## src/rtl/store_write_buffer_pkg.sv

```systemverilog
// ============================================================================
// Module  : store_write_buffer_pkg
// Brief   : Shared types and constants for the store write buffer.
// Revision: 1.0 - initial release
// ============================================================================
`default_nettype none

package store_write_buffer_pkg;

    typedef enum logic [1:0] {
        MSIZE1 = 2'd0,
        MSIZE2 = 2'd1,
        MSIZE4 = 2'd2,
        MSIZE8 = 2'd3
    } msize_t;

    typedef enum logic [1:0] {
        OP_STORE = 2'd0,
        OP_SWL   = 2'd1,
        OP_SWR   = 2'd2,
        OP_RSVD  = 2'd3
    } op_t;

    // Supported store bus widths; only the wide bus can carry a doubleword.
    localparam int c_data_w_narrow = 32;
    localparam int c_data_w_wide   = 64;

endpackage

`default_nettype wire

```

## src/rtl/store_lane_align.sv

```systemverilog
// ============================================================================
// Module  : store_lane_align
// Brief   : Combinational lane alignment, byte strobes and misalign detection.
// Revision: 1.0 - initial release
// ============================================================================
`default_nettype none

module store_lane_align
    import store_write_buffer_pkg::*;
#(
    parameter  int DATA_W = 32,
    parameter  int ADDR_W = 32,
    localparam int B      = DATA_W / 8,
    localparam int LB     = $clog2(B)
) (
    input  logic [ADDR_W-1:0] addr,
    input  msize_t            msize,
    input  op_t               op,
    input  logic [DATA_W-1:0] data,
    output logic [DATA_W-1:0] adata,
    output logic [B-1:0]      strb,
    output logic              misalign
);

    logic [LB-1:0] w_o;
    logic [1:0]    w_w;
    logic          w_k;
    logic [31:0]   w_word;
    logic [3:0]    w_nib;
    logic          w_use_word;
    logic          w_unused;

    assign w_o      = addr[LB-1:0];
    assign w_w      = addr[1:0];
    assign w_k      = (B == 8) ? addr[2] : 1'b0;
    assign w_unused = ^addr[ADDR_W-1:3];

    always_comb begin
        adata      = '0;
        strb       = '0;
        misalign   = 1'b0;
        w_word     = '0;
        w_nib      = '0;
        w_use_word = 1'b0;
        if (op == OP_SWL) begin
            // Left partial word: the register's high bytes land at bytes 0..w.
            w_use_word = 1'b1;
            case (w_w)
                2'd0:    begin w_word = {24'b0, data[31:24]}; w_nib = 4'b0001; end
                2'd1:    begin w_word = {16'b0, data[31:16]}; w_nib = 4'b0011; end
                2'd2:    begin w_word = {8'b0,  data[31:8]};  w_nib = 4'b0111; end
                default: begin w_word = data[31:0];           w_nib = 4'b1111; end
            endcase
        end else if (op == OP_SWR) begin
            w_use_word = 1'b1;
            case (w_w)
                2'd0:    begin w_word = data[31:0];           w_nib = 4'b1111; end
                2'd1:    begin w_word = {data[23:0], 8'b0};   w_nib = 4'b1110; end
                2'd2:    begin w_word = {data[15:0], 16'b0};  w_nib = 4'b1100; end
                default: begin w_word = {data[7:0], 24'b0};   w_nib = 4'b1000; end
            endcase
        end else begin
            case (msize)
                MSIZE1: begin
                    adata[8*w_o +: 8] = data[7:0];
                    strb[w_o]         = 1'b1;
                end
                MSIZE2: begin
                    if (addr[0]) begin
                        misalign = 1'b1;
                    end else begin
                        adata[8*w_o +: 16] = data[15:0];
                        strb[w_o +: 2]     = 2'b11;
                    end
                end
                MSIZE4: begin
                    if (w_w != 2'd0) begin
                        misalign = 1'b1;
                    end else begin
                        w_use_word = 1'b1;
                        w_word     = data[31:0];
                        w_nib      = 4'b1111;
                    end
                end
                default: begin
                    if (DATA_W == c_data_w_wide && addr[2:0] == 3'd0) begin
                        adata = data;
                        strb  = '1;
                    end else begin
                        misalign = 1'b1;
                    end
                end
            endcase
        end
        if (w_use_word) begin
            adata[32*w_k +: 32] = w_word;
            strb[4*w_k +: 4]    = w_nib;
        end
    end

endmodule

`default_nettype wire

```

## src/rtl/store_write_buffer.sv

```systemverilog
// ============================================================================
// Module  : store_write_buffer
// Brief   : Committed-store FIFO with lane alignment, misalign error and hit check.
// Revision: 1.0 - initial release
// ============================================================================
`default_nettype none

module store_write_buffer
    import store_write_buffer_pkg::*;
#(
    parameter  int DATA_W = 32,
    parameter  int DEPTH  = 4,
    parameter  int ADDR_W = 32,
    localparam int B      = DATA_W / 8,
    localparam int LB     = $clog2(B),
    localparam int PW     = $clog2(DEPTH)
) (
    input  logic              clk,
    input  logic              reset,
    input  logic              in_valid,
    output logic              in_ready,
    input  logic [ADDR_W-1:0] in_addr,
    input  msize_t            in_msize,
    input  op_t               in_op,
    input  logic [DATA_W-1:0] in_data,
    output logic              out_valid,
    input  logic              out_ready,
    output logic [ADDR_W-1:0] out_addr,
    output logic [DATA_W-1:0] out_data,
    output logic [B-1:0]      out_strb,
    input  logic [ADDR_W-1:0] chk_addr,
    output logic              chk_hit,
    output logic              err,
    output logic [ADDR_W-1:0] err_addr,
    output logic [PW:0]       count
);

    typedef struct packed {
        logic [ADDR_W-1:0] addr;
        logic [DATA_W-1:0] data;
        logic [B-1:0]      strb;
    } store_entry_t;

    store_entry_t      r_mem [DEPTH];
    logic [DEPTH-1:0]  r_vld;
    logic [PW-1:0]     r_wr_ptr;
    logic [PW-1:0]     r_rd_ptr;
    logic [PW:0]       r_count;
    logic              r_err;
    logic [ADDR_W-1:0] r_err_addr;

    logic [DATA_W-1:0] w_adata;
    logic [B-1:0]      w_strb;
    logic              w_misalign;
    logic              w_accept;
    logic              w_enq;
    logic              w_deq;
    logic              w_hit;
    store_entry_t      w_entry;
    store_entry_t      w_head;
    logic              w_unused;

    store_lane_align #(
        .DATA_W (DATA_W),
        .ADDR_W (ADDR_W)
    ) u_align (
        .addr     (in_addr),
        .msize    (in_msize),
        .op       (in_op),
        .data     (in_data),
        .adata    (w_adata),
        .strb     (w_strb),
        .misalign (w_misalign)
    );

    // DEPTH is a power of two, so the count MSB alone marks a full FIFO.
    assign in_ready  = ~r_count[PW];
    assign out_valid = |r_count;
    assign w_accept  = in_valid & in_ready;
    assign w_enq     = w_accept & ~w_misalign;
    assign w_deq     = out_valid & out_ready;

    assign w_entry.addr = {in_addr[ADDR_W-1:LB], {LB{1'b0}}};
    assign w_entry.data = w_adata;
    assign w_entry.strb = w_strb;

    assign w_head    = r_mem[r_rd_ptr];
    assign out_addr  = out_valid ? w_head.addr : '0;
    assign out_data  = out_valid ? w_head.data : '0;
    assign out_strb  = out_valid ? w_head.strb : '0;
    assign count     = r_count;
    assign err       = r_err;
    assign err_addr  = r_err_addr;
    assign chk_hit   = w_hit;
    assign w_unused  = ^chk_addr[LB-1:0];

    always_ff @(posedge clk or posedge reset) begin
        if (reset) begin
            r_vld      <= '0;
            r_wr_ptr   <= '0;
            r_rd_ptr   <= '0;
            r_count    <= '0;
            r_err      <= 1'b0;
            r_err_addr <= '0;
        end else begin
            if (w_enq) begin
                r_vld[r_wr_ptr] <= 1'b1;
                r_wr_ptr        <= r_wr_ptr + 1'b1;
            end
            if (w_deq) begin
                r_vld[r_rd_ptr] <= 1'b0;
                r_rd_ptr        <= r_rd_ptr + 1'b1;
            end
            case ({w_enq, w_deq})
                2'b10:   r_count <= r_count + 1'b1;
                2'b01:   r_count <= r_count - 1'b1;
                default: r_count <= r_count;
            endcase
            r_err <= w_accept & w_misalign;
            if (w_accept && w_misalign) begin
                r_err_addr <= in_addr;
            end
        end
    end

    // Payload storage needs no reset: every read is qualified by a valid bit.
    always_ff @(posedge clk) begin
        if (w_enq) begin
            r_mem[r_wr_ptr] <= w_entry;
        end
    end

    always_comb begin
        w_hit = 1'b0;
        for (int i = 0; i < DEPTH; i++) begin
            if (r_vld[i] && (r_mem[i].addr[ADDR_W-1:LB] == chk_addr[ADDR_W-1:LB])) begin
                w_hit = 1'b1;
            end
        end
    end

endmodule

`default_nettype wire

```

## config.mk

```make
export PLATFORM = sky130hd
export DESIGN_NAME = store_write_buffer
export DESIGN_NICKNAME = d
export VERILOG_FILES = /design/src/rtl/store_write_buffer_pkg.sv /design/src/rtl/store_lane_align.sv /design/src/rtl/store_write_buffer.sv
export SDC_FILE = /design/constraint.sdc
export NUM_CORES = 1
export LEC_CHECK = 0
export CAP_MARGIN = 5
export CORE_MARGIN = 4
export CORE_UTILIZATION = 50
export DETAILED_ROUTE_END_ITERATION = 6
export GPL_TIMING_DRIVEN = 0
export PLACE_DENSITY = 0.77
export REMOVE_ABC_BUFFERS = 1
export SYNTH_ARGS = -nofsm -noshare
export SYNTH_HDL_FRONTEND = slang
export SYNTH_SLANG_ARGS = --single-unit
```

## constraint.sdc

```tcl
create_clock -name clk -period 3.1 [get_ports clk]
set_input_delay 0.465 -clock clk [delete_from_list [all_inputs] [get_ports clk]]
set_output_delay 0.465 -clock clk [all_outputs]
set_load 0.02 [all_outputs]
```

After elaboration in Yosys (flattened, before gate mapping)
Memories as Yosys holds them, arrays and structs flattened.
Cells that the tools add are included.
{"block": "word_totals", "ff_bits": 44, "latchBits": 0, "ram_bits": 264, "rom_bits": 0, "output_inout_bits": 107, "word_cells": 111, "mem_count": 1}
{"memory": "r_mem", "depth": 4, "width": 66, "rd": 5, "rd_clocked_by_memory_dff": 0, "write_ports": 1, "line_no": "store_write_buffer.sv:44", "text": "store_entry_t r_mem [DEPTH];"}
{"block": "classes", "addsub": 6, "n_mul": 0, "div": 0, "magnitude_cmp": 6, "n_eq_ne": 12, "shift": 6, "muxes": 49, "n_bitwise": 12, "reduce_logical": 13}
{"cell": "$mux W32", "n": 10}
{"cell": "$pmux W32 S3", "n": 2}
{"cell": "$eq A30 B30 Y1", "n": 4}
{"cell": "$and A32 B32 Y32", "n": 2}
{"cell": "$pmux W32 S2", "n": 1}
{"cell": "$mux W4", "n": 11}
{"cell": "$neg A5 Y34", "n": 1}
{"cell": "$shift A16 B34 Y32 const A", "n": 1}
{"cell": "$shift A8 B34 Y32 const A", "n": 1}
{"cell": "$shiftx A16 B34 Y32", "n": 1}
{"cell": "$shiftx A8 B34 Y32", "n": 1}
{"cell": "$mux W1", "n": 17}
{"cell": "$pmux W4 S3", "n": 1}
{"cell": "$lt A2 B3 Y1 const B", "n": 3}
{"cell": "$pmux W3 S3", "n": 1}
{"cell": "$and A4 B4 Y4", "n": 2}
{"cell": "$eq A2 B1 Y1 const B", "n": 4}
{"cell": "$eq A2 B2 Y1 const B", "n": 4}
{"cell": "$logic_and A1 B1 Y1", "n": 8}
{"cell": "$pmux W4 S2", "n": 1}
{"cell": "$demux W1 S2", "n": 3}
{"cell": "$ge A2 B1 Y1 const B", "n": 3}
{"cell": "$pmux W3 S2", "n": 1}
{"cell": "$add A2 B1 Y2 const B", "n": 2}
{"cell": "other kinds (13)", "n": 19}

Depth between registers and ports, before layout
Gate-level depths: netlist of the first run.
{"block": "logic_depth", "word_depth": 10, "ltp_mapped": 14, "ltp_nobuf": 12}

Cells and area by module
A second synthesis of the first run with hierarchy kept.
{"block": "unflattened", "cells_unflattened": 1050, "area_unflattened_um2": 14965.6}
{"module": "store_write_buffer", "n_inst": 1, "cells_per_inst": 786, "area_each_um2": 13190.2, "seq_area_each_um2": 9028.7}
{"module": "store_lane_align", "n_inst": 1, "cells_per_inst": 264, "area_each_um2": 1775.5, "seq_area_each_um2": 0.0}

Least setup slack after synthesis of the first run
No wires, ideal clock.
{"block": "synth_path", "path_type": "input to register", "from": "in in_addr[0]", "to": "mem r_mem[0][0] (netlist name), enable pin", "setup_time_ps": 432, "arrival_time_ps": 3149, "required_time_ps": 2668, "setup_slack_ps": -481, "stages": 8, "n_path_buf": 2, "cell_sequence": "inv_1 -> ha_1 -> buf_4 -> nand2b_1 -> a211o_1 -> and3_1 -> clkbuf_1 -> and2_1"}
{"block": "synth_between", "elab_chain_cells": 9}
{"element": "start, declared", "line_no": "store_write_buffer.sv:22", "text": "input logic [ADDR_W-1:0] in_addr,"}
{"element": "$reduce_bool A2 Y1", "line_no": "store_lane_align.sv:77", "text": "if (w_w != 2'd0) begin"}
{"element": "$mux W1", "line_no": "store_lane_align.sv:77"}
{"element": "$pmux W1 S3 (*)", "line_no": "store_lane_align.sv:63", "text": "case (msize)"}
{"element": "$mux W1 (*)", "line_no": "store_lane_align.sv:54", "text": "end else if (op == OP_SWR) begin"}
{"element": "$mux W1 (*)", "line_no": "store_lane_align.sv:45", "text": "if (op == OP_SWL) begin"}
{"element": "$not A1 Y1 (*)", "line_no": "store_write_buffer.sv:80", "text": "assign w_enq = w_accept & ~w_misalign;"}
{"element": "$and A1 B1 Y1 (*)", "line_no": "store_write_buffer.sv:80"}
{"element": "$mux W1 (*)", "line_no": "store_write_buffer.sv:128", "text": "if (w_enq) begin"}
{"element": "$mux W1 (implied by the code) (*)", "line_no": "store_write_buffer.sv:129", "text": "r_mem[r_wr_ptr] <= w_entry;"}
{"element": "end, declared", "line_no": "store_write_buffer.sv:44"}
Mark *: on every way between the ends. The rest lies on a longest branch, timed or not.

Final worst setup path of the first run
{"block": "layout_path", "from": "in chk_addr[17]", "to": "out chk_hit"}
{"block": "layout_between", "elab_chain_cells": 6}
{"element": "start, declared", "line_no": "store_write_buffer.sv:31", "text": "input logic [ADDR_W-1:0] chk_addr,"}
{"element": "$eq A30 B30 Y1", "line_no": "store_write_buffer.sv:136", "text": "if (r_vld[i] && (r_mem[i].addr[ADDR_W-1:LB] == chk_addr[ADDR_W-1:LB])) begin"}
{"element": "$logic_and A1 B1 Y1", "line_no": "store_write_buffer.sv:136"}
{"element": "$mux W1 (3 in series)", "line_no": "store_write_buffer.sv:136"}
{"element": "$mux W1 (*)", "line_no": "store_write_buffer.sv:136"}
{"element": "end, declared", "line_no": "store_write_buffer.sv:32", "text": "output logic chk_hit,"}
Marks and branches as above.

==> results of run 1 <==
worst max-delay path, stage by stage:
cell             delay [ns]
clkdlybuf4s50_1        0.55
xnor2_2                0.37
nand4_1                0.20
nor4_1                 0.36
nand4_1                0.13
nand4_1                0.15
dlygate4sd2_1          0.35
layout by cell type, fill, tap and decap left out, types with 8 or more instances in the layout:
master,count
dlymetal6s2s_1,25
clkdlybuf4s50_1,174
dfrtp_1,42
o21ai_0,31
mux4_2,66
ha_1,12
xor2_1,45
clkbuf_16,35
a32oi_1,8
inv_1,14
nor4_1,13
nand2_1,43
nor2_1,8
xnor2_1,74
and2_1,68
mux2_2,30
clkbuf_1,11
edfxtp_1,264
o2bb2ai_1,8
a22oi_1,24
mux2i_1,10
nand4_1,25
o221ai_1,17
a22o_1,8
a222oi_1,16
cells by family (layout without fill, tap and decap cells):
family                     count (synthesis)  after routing  synth area share, %
DFF                                      308            308                 61.2
and+or+nand+nor                          189            195                 7.35
AOI/OAI and AO/OA                        132            132                 6.82
xor gates and xnor gates                 125            125                 7.42
muxes                                    108            108                 13.2
buffers and inverters                     85            305                 2.54
adders and majority gates                 17             17                 1.49
other                                      1              5               0.0254
state kept, by name (all words and copies together) (netlist names):
signal,count
r_rd_ptr,2
r_mem,264
r_wr_ptr,2
err,1
err_addr,32
count,3
r_vld,4
metrics by stage:
stage | util (%) | total power (W) | setup WS [ns] | setup TNS (ns)
finish | 64.9 | 0.0160 | 0.0672 | 0
CTS | 64.4 | 0.0161 | -0.118 | -1.79
global placement | 58.8 | 0.0117 | -2.84 | -1157.00
global route | 64.9 | 0.0168 | 0.00124 | 0
floorplan | - | 0.00919 | -0.925 | -187.65
detailed placement | 59.7 | 0.0120 | -1.75 | -389.67
power breakdown:
group	total, W	internal (W)	switching (W)
sequential	0.00553	0.00518	0.000349
clock	0.00380	0.00223	0.00158
combinational	0.00671	0.00330	0.00341
layout make-up:
class | count | area share, %
multi-input cells | 579 | 29.9
repair buffers | 227 | 13.4
inverters | 18 | 0.420
well taps | 384 | 2.56
diodes | 3 | 0.0400
clock buffers | 46 | 4.83
clock inverters | 14 | 0.733
flip-flops and latches | 308 | 48.1
metal layers:
metal  part of all wire, %  GRT usage [%]  vias up
met2                    48           38.9      560
met3                   9.9           5.27       84
met4                   2.7           6.22        0
met5                     0              0        -
li1                      -              -     4184
met1                    40           34.4     4882
final timing paths:
kind                         startpoint            to  slack [ns]  depth (start not counted)
max in group asynchronous         reset   err_addr[8]        2.27                          3
min in group clk           err_addr[12]  err_addr[12]        0.48                          1
setup reg to reg               count[1]      count[2]        0.37                          9
setup / recovery           chk_addr[17]       chk_hit        0.07                          7
hold / removal                    reset      r_vld[1]        0.30                          2
hold reg to reg            err_addr[12]  err_addr[12]        0.48                          1
repair_timing:
action / 4_1_cts / 5_1_grt
setup buffers: 8 / 1
resized for setup: 41 / 30
pin swaps: 7 / 1
endpoints found under the setup margin: 468 / 61
cloned: 6 / 1
==> results by group, run 1 <==
Final layout
  – # nets final: 1289
  – Area Overhead vs Synth: 27.1%
  – Footprint of the multi-input gates: 5610 um^2
  – Fill cell count: 2061
  – Fraction of layout cells with a size suffix above 1: 17.3%
  – Sequential cell area: 9040 um^2
  – Final Non-Filler Cells: 1579
  – Final Cell Area: 18800 um^2

Logic synthesis
  – Synth warn: 0
  – Synth Instances: 965
  – Largest area contributor in the netlist: edfxtp_1
  – Number of enable flip-flop cells after synthesis: 264
  – Top cell type's share of synthesized area: 53.7%
  – Synth unique cells: 53
  – Synth area leaders: edfxtp_1 54%, mux4_2 10%, dfrtp_1 7.5%, xnor2_1 4.7%, and2_1 3.1%
  – Main flop type after synthesis: edfxtp_1
  – Most frequent cells after synthesis: 264 x edfxtp_1, 80 x xnor2_1, 72 x and2_1, 66 x mux4_2, 45 x xor2_1
  – Synthesized area per cell: 15.3 um^2
  – Count leader, synth: edfxtp_1
  – Yosys reg bits: 308
  – Sequential area share after synthesis: 61.2%
  – Ys async rst share: 14.3%
  – Netlist Area Pre-Place: 14800 um^2

Power
  – Peak VDD IR: 0.755 mV
  – Leak Pwr: 6.48 nW
  – P per Cell Area: 855 nW/um^2

Global routing
  – Number of global-route vias before repair: 9704
  – GRT Total Usage: 24.3%
  – Initial antenna violation count: 4
  – Largest net degree at the start of global routing: 54
  – First-pass GRT wire length: 60200 um
  – Grt ovf: 0

Clock tree
  – Clock slew at reported path FFs: 0.06 ns
  – Clk buf depth: 3
  – CTS Sinks: 308
  – CTS Root Cell: clkbuf_16
  – Hold buffer count at cts: 0
  – Max H-tree Level: 2
  – Insertion delay to the later sink of the worst-skew pair: 0.51 ns
  – Cts bufs inserted: 34
  – CTS tree: yes

Route
  – Initial DRC count: 1341
  – TritonRoute pass-1 iters: 7
  – Avg Vias per Cell: 6.15
  – Antenna viol nets, final: 0
  – WL final: 40700 um
  – Routed length per instance: 25.8 um
  – DRC viols: 2
  – Vias post-DR: 9710

Worst setup path
  – Arr. time, crit path: 2.57 ns
  – Worst setup EP type: output port
  – Req. time, crit path: 2.63 ns
  – Startpoint types: input pin
  – CP Class: in -> out
  – Critical path fanouts, max: 4

Placement
  – Hpwl dp: 25300 um
  – Cell Count Post-Placement: 1500
  – DP Area: 17300 um^2
  – Gpl congestion: 0.884
  – # port buffers: 206

STA
  – Layout Skew: 0.0161 ns
  – Hold Worst Slack: 0.305 ns
  – Fin crit share: 97.8%
  – Fmax: 330 MHz
  – Final Max Tran Viols: 0
  – Slew HR: 24.0%
  – Setup Viol. Count Final: 0
  – Minimum clock period: 3.03 ns
  – Final Hold Fails: 0
  – Unrepaired setup endpoints after global routing: no
  – Slew at the pin closest to its max-slew limit: 1.13 ns

Die
  – Die width: 180 um
  – Ports: 211
  – Die Footprint: 32300 um^2
  – Starting density of the core: 51.0%
  – Die height: 180 um
  – Core area: 28900 um^2
  – Std-Cell Rows: 62

Outcome
  – Run status: finished with violations
  – Violated checks: DRC

Job
  – # Max-Cap Violations: 0

Hold path
  – Hold Path Class: in -> async
No activity file was read; power rests on OpenSTA's default activity.
==> run 2: changes to the inputs <==
--- a/config.mk
+++ b/config.mk
@@ -8,6 +8,7 @@
 export CAP_MARGIN = 5
 export CORE_MARGIN = 4
 export CORE_UTILIZATION = 50
+export CTS_CLUSTER_SIZE = 30
 export DETAILED_ROUTE_END_ITERATION = 6
 export GPL_TIMING_DRIVEN = 0
 export PLACE_DENSITY = 0.77
==> results of run 2 <==
Final layout, timing and power as in run 1 (identical DEF).
==> run 3: changes to the inputs <==
--- a/config.mk
+++ b/config.mk
@@ -7,11 +7,10 @@
 export LEC_CHECK = 0
 export CAP_MARGIN = 5
 export CORE_MARGIN = 4
-export CORE_UTILIZATION = 50
+export CORE_UTILIZATION = 30
 export CTS_CLUSTER_SIZE = 30
 export DETAILED_ROUTE_END_ITERATION = 6
 export GPL_TIMING_DRIVEN = 0
-export PLACE_DENSITY = 0.77
 export REMOVE_ABC_BUFFERS = 1
 export SYNTH_ARGS = -nofsm -noshare
 export SYNTH_HDL_FRONTEND = slang
==> results by group, run 3 (synthesis results as in run 1) <==
Clock tree
  – Insertion delay to the later sink of the worst-skew pair: 0.54 ns (was 0.51 ns)
  – CTS tree: yes (unchanged)
  – Cts bufs inserted: 38 (was 34)
  – Hold buffer count at cts: 0 (unchanged)
  – Clock slew at reported path FFs: 0.05 ns (was 0.06 ns)
  – Max H-tree Level: 2 (unchanged)
  – Clk buf depth: 3 (unchanged)
  – CTS Sinks: 308 (unchanged)
  – CTS Root Cell: clkbuf_16 (unchanged)

Worst setup path
  – Startpoint types: input pin (unchanged)
  – CP max-delay cell: clkdlybuf4s50_1 (unchanged)
  – CP Class: in -> reg (was in -> out)
  – R2r worst-path depth: 10 (was 9)
  – Crit path cell chain: clkdlybuf4s50_1 -> or2b_1 -> nor2_2 -> a22oi_1 -> o21ai_0 (was clkdlybuf4s50_1 -> xnor2_2 -> nand4_1 -> nor4_1 -> nand4_1 -> nand4_1 -> dlygate4sd2_1)
  – Critical path fanouts, max: 16 (was 4)
  – Req. time, crit path: 3.34 ns (was 2.63 ns)
  – RR Startpoint: count[2] (was count[1])
  – R2r endpoint: count[2] (unchanged)
  – Max stage delay on crit path: 0.84 ns (was 0.55 ns)
  – Setup slack on the worst flop-to-flop path: 0.52 ns (was 0.37 ns)
  – Worst setup EP type: flip-flop (was output port)
  – Arr. time, crit path: 3.26 ns (was 2.57 ns)

STA
  – Final Hold Fails: 0 (unchanged)
  – Final Max Tran Viols: 0 (unchanged)
  – Slew HR: 13.9% (was 24.0%)
  – Slew at the pin closest to its max-slew limit: 1.28 ns (was 1.13 ns)
  – Fmax: 331 MHz (was 330 MHz)
  – Fin crit share: 97.5% (was 97.8%)
  – Setup ws final: 0.0772 ns (was 0.0672 ns)
  – Unrepaired setup endpoints after global routing: no (unchanged)
  – Setup Viol. Count Final: 0 (unchanged)
  – Minimum clock period: 3.02 ns (was 3.03 ns)
  – Layout Skew: 0.0103 ns (was 0.0161 ns)

Route
  – DRC viols: 10 (was 2)
  – Routed length per instance: 24.3 um (was 25.8 um)
  – Antenna viol nets, final: 0 (unchanged)
  – WL final: 45200 um (was 40700 um)
  – Vias post-DR: 9441 (was 9710)
  – TritonRoute pass-1 iters: 7 (unchanged)
  – Initial DRC count: 830 (was 1341)
  – Avg Vias per Cell: 5.06 (was 6.15)

Outcome
  – Violated checks: DRC (unchanged)
  – Run status: finished with violations (unchanged)

Die
  – Starting density of the core: 30.3% (was 51.0%)
  – Ports: 211 (unchanged)
  – Die width: 230 um (was 180 um)
  – Core area: 48700 um^2 (was 28900 um^2)
  – Die Footprint: 52800 um^2 (was 32300 um^2)
  – Std-Cell Rows: 81 (was 62)
  – Die height: 230 um (was 180 um)

Final layout
  – Most frequent cells in the layout: 264 x edfxtp_1, 153 x clkdlybuf4s50_1, 77 x xnor2_1, 68 x and2_1, 66 x mux4_2 (was 264 x edfxtp_1, 174 x clkdlybuf4s50_1, 74 x xnor2_1, 68 x and2_1, 66 x mux4_2)
  – Reg with most FFs: r_mem (unchanged)
  – Area Overhead vs Synth: 29.8% (was 27.1%)
  – # nets final: 1291 (was 1289)
  – Commonest non-fill, non-tap cell in the layout: edfxtp_1 (unchanged)
  – Fraction of layout cells with a size suffix above 1: 17.5% (was 17.3%)
  – Ant diodes: 0 (was 3)
  – Largest register FFs: 264 (unchanged)

Global routing
  – Number of global-route vias before repair: 9828 (was 9704)
  – Largest net degree at the start of global routing: 69 (was 54)
  – Initial antenna violation count: 2 (was 4)
  – GRT Total Usage: 16.5% (was 24.3%)
  – First-pass GRT wire length: 65800 um (was 60200 um)
  – Grt ovf: 0 (unchanged)

Job
  – # Max-Cap Violations: 0 (unchanged)

Placement
  – Hpwl dp: 29400 um (was 25300 um)
  – Dpl ws: -1.23 ns (was -1.75 ns)
  – # port buffers: 206 (unchanged)
  – Gpl congestion: 0.876 (was 0.884)

Hold path
  – Hold Path Class: in -> async (unchanged)

Power
  – Peak VDD IR: 0.543 mV (was 0.755 mV)
  – Leak Pwr: 6.48 nW (about the same)
  – P per Cell Area: 861 nW/um^2 (was 855 nW/um^2)
  – Tot Pwr: 0.0165 W (was 0.0160 W)
-- run 3: cell types whose count changed in the layout (fill, tap and decap cells not counted), sizes merged, moves of 3 or more --
cell | before | now
clkbuf | 47 | 58
dlymetal6s2s | 25 | 8
dlygate4sd2 | 6 | 44
nand3 | 5 | 2
clkdlybuf4s50 | 174 | 153
clkinv | 9 | 6
diode | 3 | 0
-- run 3: per-layer routing --
metal	routed length, um	vias up	GRT usage [%]
li1	-	4187	-
met1	19200	4792	21.6
met2	22100	396	28.1
met3	3060	62	3.52
met4	847	4	4.05
met5	32	-	0
-- run 3: area by class of cell --
class                   instances  area [um^2]
clock buffers                  56         1140
clock inverters                14          164
fillers                      4576        29600
inverters                      18         67.6
multi-input cells             576         5510
flip-flops and latches        308         9040
well taps                     664          831
repair buffers                228         2410
-- run 3: critical path: cells and delay by family --
kind | cells | cell delay (ns)
and+or+nand+nor | 2 | 1.19
buffers and inverters | 1 | 0.84
AOI/OAI and AO/OA | 2 | 0.76
-- run 3: report_power, final --
| part | switching (W) | total, W | internal (W) | leakage [nW] |
|---|---|---|---|---|
| sequential | 0.000314 | 0.00549 | 0.00518 | 2.95 |
| combinational | 0.00344 | 0.00645 | 0.00301 | 2.91 |
| clock | 0.00174 | 0.00456 | 0.00281 | 0.624 |
| total | 0.00549 | 0.0165 | 0.0110 | 6.48 |
-- run 3: how the worst max path moves through the flow --
stage | from | to | cells past startpoint | slack [ns]
2_1_floorplan | r_rd_ptr[0] | out_addr[10] | 2 | -0.93
3_3_place_gp | in_op[0] | r_mem[0][13] | 5 | -3.24
3_5_place_dp | in_addr[0] | r_mem[3][13] | 8 | -1.23
4_1_cts | r_rd_ptr[0] | out_data[20] | 4 | 0.0004
5_1_grt | r_rd_ptr[0] | out_addr[20] | 4 | 0.02
6_report | in_op[1] | r_mem[1][19] | 5 | 0.08
-- run 3: metrics by stage --
stage / cells / utilization, % / setup TNS, ns / hold slack (ns) / area, um^2
after floorplan: 899 / - / -187.65 / 0.504 / 14500
after global placement: 1769 / 35.6 / -1287.23 / 0.467 / 17400
after detailed placement: 1784 / 36.3 / -391.59 / 0.479 / 17700
after CTS: 1861 / 39.2 / 0 / 0.294 / 19100
after global routing: 1864 / 39.3 / 0 / 0.344 / 19200
final: 1864 / 39.3 / 0 / 0.292 / 19200
-- run 3: repair_timing --
item / in CTS / in global routing
endpoints found under the setup margin: 484 / 165
buffers inserted: 4 / 2
gates cloned: 3 / 1
resized for setup: 63 / 11
pin swaps: 3 / 1
